## src/rtl/sysu_counter_updown.sv

```systemverilog
// Presettable synchronous up/down counter in the 74LS161/191 style, with an
// explicit modulus wrap and ENT/RCO cascading. Asynchronous active-high clear.
module sysu_counter_updown #(
    parameter int WIDTH   = 4,
    parameter int MODULUS = 16,
    parameter int Delay   = 0
) (
    input  logic             CLK,
    input  logic             CLR,
    input  logic             LD,
    input  logic             ENP,
    input  logic             ENT,
    input  logic             UD,
    input  logic [WIDTH-1:0] D,
    output logic [WIDTH-1:0] Q,
    output logic             TC,
    output logic             RCO
);

    localparam logic [WIDTH-1:0] MAX_COUNT = WIDTH'(MODULUS - 1);

    // Delay exists only to match the gate-level library's interface; this model is zero-delay.
    if (WIDTH < 1 || WIDTH > 16 || MODULUS < 2 || MODULUS > (1 << WIDTH) || Delay < 0) begin : g_bad_params
        $error("sysu_counter_updown: illegal WIDTH/MODULUS/Delay combination");
    end

    logic count_en;
    assign count_en = ENP & ENT;

    // NOTE: sequential state uses non-blocking assignments so every flop samples pre-edge values.
    always_ff @(posedge CLK or posedge CLR) begin
        if (CLR) begin
            Q <= '0;
        end else if (!LD) begin
            Q <= D;
        end else if (count_en) begin
            if (UD) begin
                // >= so an out-of-range load also wraps to zero on the next up count
                Q <= (Q >= MAX_COUNT) ? '0 : Q + WIDTH'(1);
            end else begin
                Q <= (Q == '0) ? MAX_COUNT : Q - WIDTH'(1);
            end
        end
    end

    always_comb begin
        TC  = UD ? (Q == MAX_COUNT) : (Q == '0);
        RCO = TC & ENT;
    end

endmodule

```

## config.mk

```make
export PLATFORM = sky130hd
export DESIGN_NAME = sysu_counter_updown
export DESIGN_NICKNAME = d
export VERILOG_FILES = /design/src/rtl/sysu_counter_updown.sv
export SDC_FILE = /design/constraint.sdc
export NUM_CORES = 1
export LEC_CHECK = 0
export CAP_MARGIN = 10
export CORE_AREA = 2 2 39 41
export DETAILED_ROUTE_END_ITERATION = 10
export DIE_AREA = 0 0 41 43
export GPL_ROUTABILITY_DRIVEN = 0
export SYNTH_ARGS = -nofsm -noshare
export SYNTH_HDL_FRONTEND = slang
export SYNTH_SLANG_ARGS = --single-unit
export TNS_END_PERCENT = 50
```

## constraint.sdc

```tcl
create_clock -name CLK -period 5.1 [get_ports CLK]
set_input_delay 1.275 -clock CLK [delete_from_list [all_inputs] [get_ports CLK]]
set_output_delay 1.275 -clock CLK [all_outputs]
set_load 0.005 [all_outputs]
```

==> results of run 1 <==
-- critical path, delay by kind of cell --
family | cells | cell delay, ns
buffers and inverters | 2 | 1.02
AND/OR/NAND/NOR | 2 | 0.69
AO/OA/AOI/OAI | 1 | 0.11
-- power groups by stage --
stage	logic (mW)	registers [mW]	clock network, mW
after global placement	0.0425	0.0449	0
final	0.0419	0.0441	0.0383
after detailed placement	0.0422	0.0445	0
after CTS	0.0424	0.0442	0.0398
after global routing	0.0477	0.0453	0.0431
after floorplan	0.0213	0.0431	0
-- kinds of logic (layout without fill, tap and decap cells) --
logic type | count (synthesis) | count (layout)
AO/OA/AOI/OAI | 15 | 15
XOR/XNOR | 2 | 2
adder cells (fa/ha/maj) | 2 | 2
buffers and inverters | 6 | 22
flip-flops | 4 | 4
multiplexers | 1 | 1
AND/OR/NAND/NOR | 14 | 14
-- layer usage --
layer | wire (um) | global-route usage (%)
met1 | 357 | 13.1
met2 | 374 | 17.8
met3 | 73 | 6.28
met4 | 0 | 2.00
met5 | 0 | 0
-- final cells by class --
type	count	area [um2]
clock buffer	3	22.5
fill	148	855
inverter	4	15.0
multi-input combinational	34	221
sequential	4	100
tap	16	20.0
timing repair buffer	15	150
-- worst max path at each step --
stage / start / to / slack (ns)
floorplan: UD / RCO / 1.63
finish: UD / RCO / 0.74
global route: UD / RCO / 0.63
global placement: UD / RCO / 0.75
detailed placement: UD / RCO / 0.73
CTS: UD / RCO / 0.73
-- stage by stage --
step | power, mW | setup WS, ns | cell area, um2 | utilization (%)
final | 0.124 | 0.738 | 529 | 38.2
after global routing | 0.136 | 0.634 | 529 | 38.2
after CTS | 0.126 | 0.730 | 529 | 38.2
after detailed placement | 0.0867 | 0.733 | 507 | 36.6
after global placement | 0.0873 | 0.748 | 507 | 36.6
after floorplan | 0.0645 | 1.63 | 345 | -
-- cell usage in the layout, fill, tap and decap left out --
cell / count
a21oi_1: 6
a41oi_1: 1
and2_1: 1
clkbuf_4: 3
clkdlybuf4s50_1: 15
dfrtp_1: 4
ha_1: 2
inv_1: 4
mux2_2: 1
nand2_1: 3
nand2b_1: 1
nand3_1: 1
nand4_1: 1
nor2_1: 5
o2111ai_1: 3
o21a_1: 1
o21ai_0: 4
or4_1: 1
or4b_4: 1
xnor2_1: 1
xor2_1: 1
==> impl_results.md, run 1 <==
- Final hold vios: 0
- Max incr delay on CP: 0.54 ns
- Most used cell, CP: clkdlybuf4s50_1
- TritonCTS clock tree: yes
- Post-CTS resize count: 0
- Drt wl/cell: 10.6 um
- Comb pwr share: 33.7%
- Post-synthesis cell type count: 21
- Setup violators final: 0
- Drt via density: 4.93
- Pwr Density: 235 nW/um2
- Chip height: 43 um
- Worst R2R Setup Slack: 3.44 ns
- Leak pwr: 0.212 nW
- CP arrival: 3.09 ns
- Setup_tns: 0 ns
- Area growth, synth to finish: 53.3%
- Final setup skew: 0.00437 ns
- Remaining global-route overflow: 0
- Flop pwr share: 35.5%
- Synth top area share: 29.0%
- CP Capture Type: output port
- Crit-path cells: clkdlybuf4s50_1, or4b_4, o21ai_0, and2_1, clkdlybuf4s50_1
- Share of cells above drive strength 1: 8.33%
- Sw frac: 29.5%
- Clk slew on worst S/H paths: 0.04 ns
- Die width: 41 um
- Status: complete, no violations
- Cell taking the most area after synthesis: dfrtp_1
- Compound-gate portion of the synthesized area: 26.8%
- Clk buf depth: 2
- Worst r2r src: Q[0]
- Data required time of the critical path: 3.83 ns
- Post-CTS setup repair buffer count: 0
- Top cell types by occurrence after synthesis: 6 x a21oi_1, 5 x nor2_1, 4 x dfrtp_1, 4 x inv_1, 4 x o21ai_0
- Worst IR Drop VDD: 0.000100 V
- XOR/XNOR Fraction of Synth Area: 5.07%
- Min-Delay Path Class: flip-flop to flip-flop
- DRT antenna net count: 0
- Drt first-iter violations: 8
- ANT cells: 0
- Biggest register: Q
- Sequential-to-total area share from yosys stat: 29.0%
- Routed wire length: 805 um
- CTS Root Cell: clkbuf_4
- IO Count: 16
- Startpoint types: input port
- Total internal power: 0.0876 mW
- Fin crit period: 4.36 ns
- TritonCTS Sinks: 4
- Largest net degree at the start of global routing: 10
- Sw Pwr: 0.0367 mW
- Vias in the first global route: 352
- Mean post-synth cell area: 7.85 um2
- Reg2reg end: Q[0]
- CP max FO: 8
- Inserted Clock Buffers: 3
- Final Cycle Share: 85.5%
- RSZ-0062 raised after global routing: false
- Syn Nets: 56
- Fmax: 0.229 GHz
- # H-tree levels: 1
- Clock network power share: 30.8%
- Ys Warns: 0
- R2R depth: 5
- Multiplexer area fraction after synthesis: 3.26%
- Most common cell in the netlist: a21oi_1
- Port Buf Inserts: 15
- Ys flop type: dfrtp_1
- Synth Area in Adders: 7.25%
- Clk_lat worst skew: 0.23 ns
- Post-synth EDFFs: 0
- Hold Path End: Q[3]
- Mapped cell area: 345 um2
- Post-placement cell count: 73
- Setup Crit Path Kind: input port to output port
- FF+latch count, synth: 4
- Largest family of logic cells by synthesized area: compound AO/OA/AOI/OAI gates
- Vias: 375
- Starting Density: 25.0%
- CP max stage cell: or4b_4
- Hold WS: 0.661 ns
- Total GRT Usage: 11.3%
- Die ar.: 1760 um2
- WHS Path Cells: 2
- Ys async rst share: 100%
- Post-layout net count: 74
- Hold path startpoint: Q[3]
- Residual DRC: 0
- Pre-antenna DRT Iters: 4
- Largest register FFs: 4
- Ranking of synthesized cells by area: dfrtp_1 29%, a21oi_1 8.7%, o2111ai_1 7.6%
- Max-Cap Viols: 0
- Relative slew slack: 79.1%
- Initial antenna violation count: 0
- First-pass GRT wire length: 1350 um
- Largest registers: Q (4)
- Core box area: 1380 um2
- Synth Area in Simple Gates: 21.7%
- Worst Tran Pin Value: 0.312 ns
- Cells after synthesis: 44
- Post-Layout Cell Count: 76
- # hold bufs at CTS: 0
- Num rows: 14
- Slew Limit Fails: 0
(Power assumes the default switching activity.)
==> inputs of run 2 (changes only) <==
--- a/config.mk
+++ b/config.mk
@@ -6,9 +6,9 @@
 export NUM_CORES = 1
 export LEC_CHECK = 0
 export CAP_MARGIN = 10
-export CORE_AREA = 2 2 39 41
+export CORE_AREA = 10 10 47 49
 export DETAILED_ROUTE_END_ITERATION = 10
-export DIE_AREA = 0 0 41 43
+export DIE_AREA = 0 0 57 59
 export GPL_ROUTABILITY_DRIVEN = 0
 export SYNTH_ARGS = -nofsm -noshare
 export SYNTH_HDL_FRONTEND = slang
==> impl_results.md, run 2 (synthesis gave the netlist of run 1 again) <==
- # H-tree levels: 1 (unchanged)
- Slew Limit Fails: 0 (unchanged)
- Die width: 57 um (+39%)
- Hold WS: 0.680 ns (+0.0184 ns)
- # hold bufs at CTS: 0 (unchanged)
- CP Capture Type: output port
- Fin crit period: 4.38 ns (+0.0194 ns)
- Initial antenna violation count: 0 (unchanged)
- Starting Density: 24.6% (-0.31 points)
- Die ar.: 3360 um2 (+91%)
- Setup violators final: 0 (unchanged)
- Clk_lat worst skew: 0.23 ns (about the same)
- Max-Cap Viols: 0 (unchanged)
- TritonCTS Sinks: 4 (unchanged)
- Leak pwr: 0.212 nW (unchanged)
- Share of cells above drive strength 1: 8.33% (unchanged)
- HPWL Detailed: 784 um
- Drt first-iter violations: 10 (+2)
- Core box area: 1400 um2 (+1.3%)
- Residual DRC: 0 (unchanged)
- Fmax: 0.228 GHz (-0.44%)
- CP max stage cell: clkdlybuf4s50_1
- Drt via density: 5.08 (+2.9%)
- Final hold vios: 0 (unchanged)
- Remaining global-route overflow: 0 (unchanged)
- Most common cell after layout, fill and taps aside: clkdlybuf4s50_1
- Final Cycle Share: 85.9% (+0.38 points)
- Biggest register: Q
- Total GRT Usage: 5.76% (-5.5 points)
- Num rows: 14 (unchanged)
- DRT antenna net count: 0 (unchanged)
- Largest register FFs: 4 (unchanged)
- Clk buf depth: 2 (unchanged)
- Finished Core Util: 37.8% (-0.48 points)
- Pre-antenna DRT Iters: 4 (unchanged)
- Pwr Density: 236 nW/um2 (+0.50%)
- Routed wire length: 960 um (+19%)
- Largest registers: Q (4)
- Most frequent cells in the layout: 15 x clkdlybuf4s50_1, 6 x a21oi_1, 5 x nor2_1
- Setup Crit Path Kind: input port to output port
- Inserted Clock Buffers: 3 (unchanged)
- Chip height: 59 um (+37%)
- Setup_tns: 0 ns (unchanged)
- IO Count: 16 (unchanged)
- Area growth, synth to finish: 53.3% (unchanged)
- ANT cells: 0 (unchanged)
- Crit-path cells: clkdlybuf4s50_1, or4b_4, o21ai_0, and2_1, clkdlybuf4s50_1
- Post-CTS setup repair buffer count: 0 (unchanged)
- Min-Delay Path Class: flip-flop to flip-flop
- CP max FO: 8 (unchanged)
- CP arrival: 3.11 ns (+0.02 ns)
- Worst IR Drop VDD: 0.000107 V (+6.5%)
- CTS Root Cell: clkbuf_4
- Worst Tran Pin Value: 0.312 ns (+0.000191 ns)
- First-pass GRT wire length: 1630 um (+20%)
- Vias: 386 (+2.9%)
- Fillers: 154 (+4.1%)
- Clk slew on worst S/H paths: 0.03 ns (about the same)
- Status: complete, no violations
- Relative slew slack: 79.1% (about the same)
- Drt wl/cell: 12.6 um (+19%)
- Startpoint types: input port
- Largest net degree at the start of global routing: 10 (unchanged)
- Vias in the first global route: 408 (+16%)
- Max incr delay on CP: 0.54 ns (about the same)
- TritonCTS clock tree: yes
- Most used cell, CP: clkdlybuf4s50_1
- RSZ-0062 raised after global routing: false
- Post-layout net count: 74 (unchanged)
- Final setup skew: 0.00515 ns (+0.000780 ns)
- Post-CTS resize count: 0 (unchanged)
- Data required time of the critical path: 3.83 ns (about the same)
- Port Buf Inserts: 15 (unchanged)
-- run 2: metal layers --
metal	vias up	global-route usage, %	part of all wire (%)
met1	172	6.44	43
met3	2	2.58	9.4
met4	0	2.01	0.63
met2	18	9.46	47
li1	194	-	-
met5	-	0	0
-- run 2: path summary, 6_finish.rpt --
check                      slack, ns  cells after the start   end  start
max reg2reg                     3.44                      5  Q[0]   Q[0]
min in group asynchronous       1.22                      2  Q[1]    CLR
max in group asynchronous       3.73                      2  Q[3]    CLR
max                             0.72                      5   RCO     UD
min reg2reg                     0.68                      2  Q[3]   Q[3]
min                             0.68                      2  Q[3]   Q[3]
-- run 2: critical path: cells and delay by family --
family	cells	cell delay [ns]
AO/OA/AOI/OAI	1	0.11
buffers and inverters	2	1.03
AND/OR/NAND/NOR	2	0.69
-- run 2: stage by stage --
stage	power (mW)	instance area [um2]	cells	setup slack, ns
finish	0.125	529	76	0.719
global route	0.135	529	76	0.599
CTS	0.127	529	76	0.714
detailed placement	0.0881	507	73	0.726
global placement	0.0878	507	73	0.743
floorplan	0.0645	345	44	1.63
-- run 2: area by class of cell --
| type | count | area, um2 | area share, % |
|---|---|---|---|
| well taps | 16 | 20.0 | 3.78 |
| repair buffers | 15 | 150 | 28.4 |
| clock buffers | 3 | 22.5 | 4.26 |
| inverters | 4 | 15.0 | 2.84 |
| flip-flops and latches | 4 | 100 | 18.9 |
| multi-input cells | 34 | 221 | 41.8 |
-- run 2: where the power goes --
| part | internal (mW) | leakage (nW) | switching, mW | total [mW] |
|---|---|---|---|---|
| sequential | 0.0360 | 0.0459 | 0.00875 | 0.0448 |
| clock | 0.0262 | 0.0138 | 0.0116 | 0.0378 |
| combinational | 0.0254 | 0.153 | 0.0170 | 0.0424 |
| total | 0.0876 | 0.212 | 0.0373 | 0.125 |
==> RTL change: new RTL, config.mk and constraints of run 1 <==
The parameter `WIDTH` goes from 4 to 5.
--- a/src/rtl/sysu_counter_updown.sv
+++ b/src/rtl/sysu_counter_updown.sv
@@ -2,5 +2,5 @@
 // explicit modulus wrap and ENT/RCO cascading. Asynchronous active-high clear.
 module sysu_counter_updown #(
-    parameter int WIDTH   = 4,
+    parameter int WIDTH   = 5,
     parameter int MODULUS = 16,
     parameter int Delay   = 0
Ports: changed (resized D and Q); port bits go from 16 to 18. The function was not compared with the original's and may differ.
==> RTL change against run 1 <==
- sequential cell count grew 1
- total power rose by 19%
- area after synthesis rose by 28%
- largest power group unchanged
- design area rose by 22%
- clock skew shrank 0.0016 ns
- final cell count rose by 17%
- worst hold slack better by 0.011 ns
- fmax is 5.3% higher
- synthesized cell count up 23%
- routed wire length increased by 34%
- setup slack improved by 0.22 ns
- non-clock buffer count up 2
- clock power rose by 20%
- critical path type unchanged
==> RTL change: results (changes against run 1) <==
[run_status]
status=finished clean  ; unchanged

[layout]
fin_area_um2=644.4  ; was 529.3 um2
reg_top3=Q (5)  ; was Q (4)
drive_gt1_frac=0.08219  ; was 0.08333
finalNonFillerCells=89  ; was 76
nets=88  ; was 74

[routing]
drt_pass1_iterations=3  ; was 4
drt-wirelength-per-cell_um=12.16  ; was 10.59 um
wl_met3_um=80  ; was 73 um
drt_iter0_drc=15  ; was 8
drt-met1-wl_um=493  ; was 357 um
num_vias=470  ; was 375
wl_met2_um=508  ; was 374 um

[sta]
worst_hold_slack_ns=0.6723  ; was 0.6614 ns
fin_worst_skew_ns=0.002796  ; was 0.004369 ns
max_slew_margin=0.7511  ; was 0.7915
hold_viol_final=0  ; unchanged
fin_ws_ns=0.9588  ; was 0.7379 ns

[place]
dp.final_hpwl_um=833.8
dp_cells=85  ; was 73
place_worst_setup_slack_ns=0.9810  ; was 0.7328 ns
portBuffers=17  ; was 15
dpl_cell_area_um2=618.1  ; was 506.7 um2

[worst_setup_path]
cp_slowest_stage_delay_ns=0.58  ; was 0.54 ns
worst_ep_arrival_time_ns=2.87  ; was 3.09 ns
r2r_end=Q[2]$_DFFE_PP0P_  ; was Q[0]$_DFFE_PP0P_
cp_max_fo=11  ; was 8
r2r_slack_ns=3.07  ; was 3.44 ns
cpMaxStageDelayCell=clkdlybuf4s50_1  ; was or4b_4
reg2reg_depth=7  ; was 5

[grt]
grt_use_met2=0.2063  ; was 0.1781
grt.met3_usage=0.09424  ; was 0.06283
antenna_found_initial=0  ; unchanged
grt_use_total=0.1446  ; was 0.1130
grt_pass1_wl_um=1711  ; was 1352 um
grtUsageMet1=0.1833  ; was 0.1307
grt_pass1_vias=390  ; was 352
grt_max_degree=12  ; was 10

[synth]
yosysUniqueCellTypes=29  ; was 21
ys_ff_latch=5  ; was 4
netlist_instances=54  ; was 44
synth.net_count=68  ; was 56
synth_seq_area_share=0.2825  ; was 0.2899
synth_common_cells=nor2_1, a31oi_1, dfrtp_1, nand2_1, inv_1  ; was a21oi_1, nor2_1, dfrtp_1, inv_1, o21ai_0
ys_top_cells_by_area=dfrtp_1, ha_1, a31oi_1  ; was dfrtp_1, a21oi_1, o2111ai_1

[clock_network]
path_clk_slew_ns=0.04  ; about the same
cts_root_buf=clkbuf_4  ; unchanged
htree_num_levels=1  ; unchanged

[min_path]
min_to=Q[0]$_DFFE_PP0P_  ; was Q[3]$_DFFE_PP0P_
worstHoldStart=Q[0]$_DFFE_PP0P_  ; was Q[3]$_DFFE_PP0P_

[pwr]
irDropWorstVdd_mv=0.1499  ; was 0.1001 mV
power.leakage_nw=0.2751  ; was 0.2122 nW

==> RTL change: changes by cell type in the layout (fill, tap and decap cells not counted), moves of 2 or more <==
cell             before  now
a21oi_1               6    1
a31oi_1               0    5
or3_1                 0    2
o21ai_0               4    1
o2111ai_1             3    0
nand2_1               3    5
nor2_1                5    7
clkdlybuf4s50_1      15   17
==> RTL change: logic make-up after synthesis <==
group	share of synthesized area
xor+xnor	0.01978
simple gates	0.3136
mux	0.02260
flops	0.2825
buf+inv	0.06778
fa+ha+maj	0.08475
compound gates	0.2090
==> RTL change: final cells by class <==
cell class              count  area [um2]
repair buffers             17       170.2
multi-input cells          43       287.8
well taps                  16       20.02
inverters                   4       15.01
flip-flops and latches      5       125.1
clock buffers               4       26.28
fillers                   148       739.5
==> RTL change: report_power, final <==
part           internal, mW  switching, mW  leakage (nW)
Combinational        0.0290         0.0198         0.204
Sequential           0.0442        0.00914        0.0565
Clock                0.0296         0.0162        0.0150
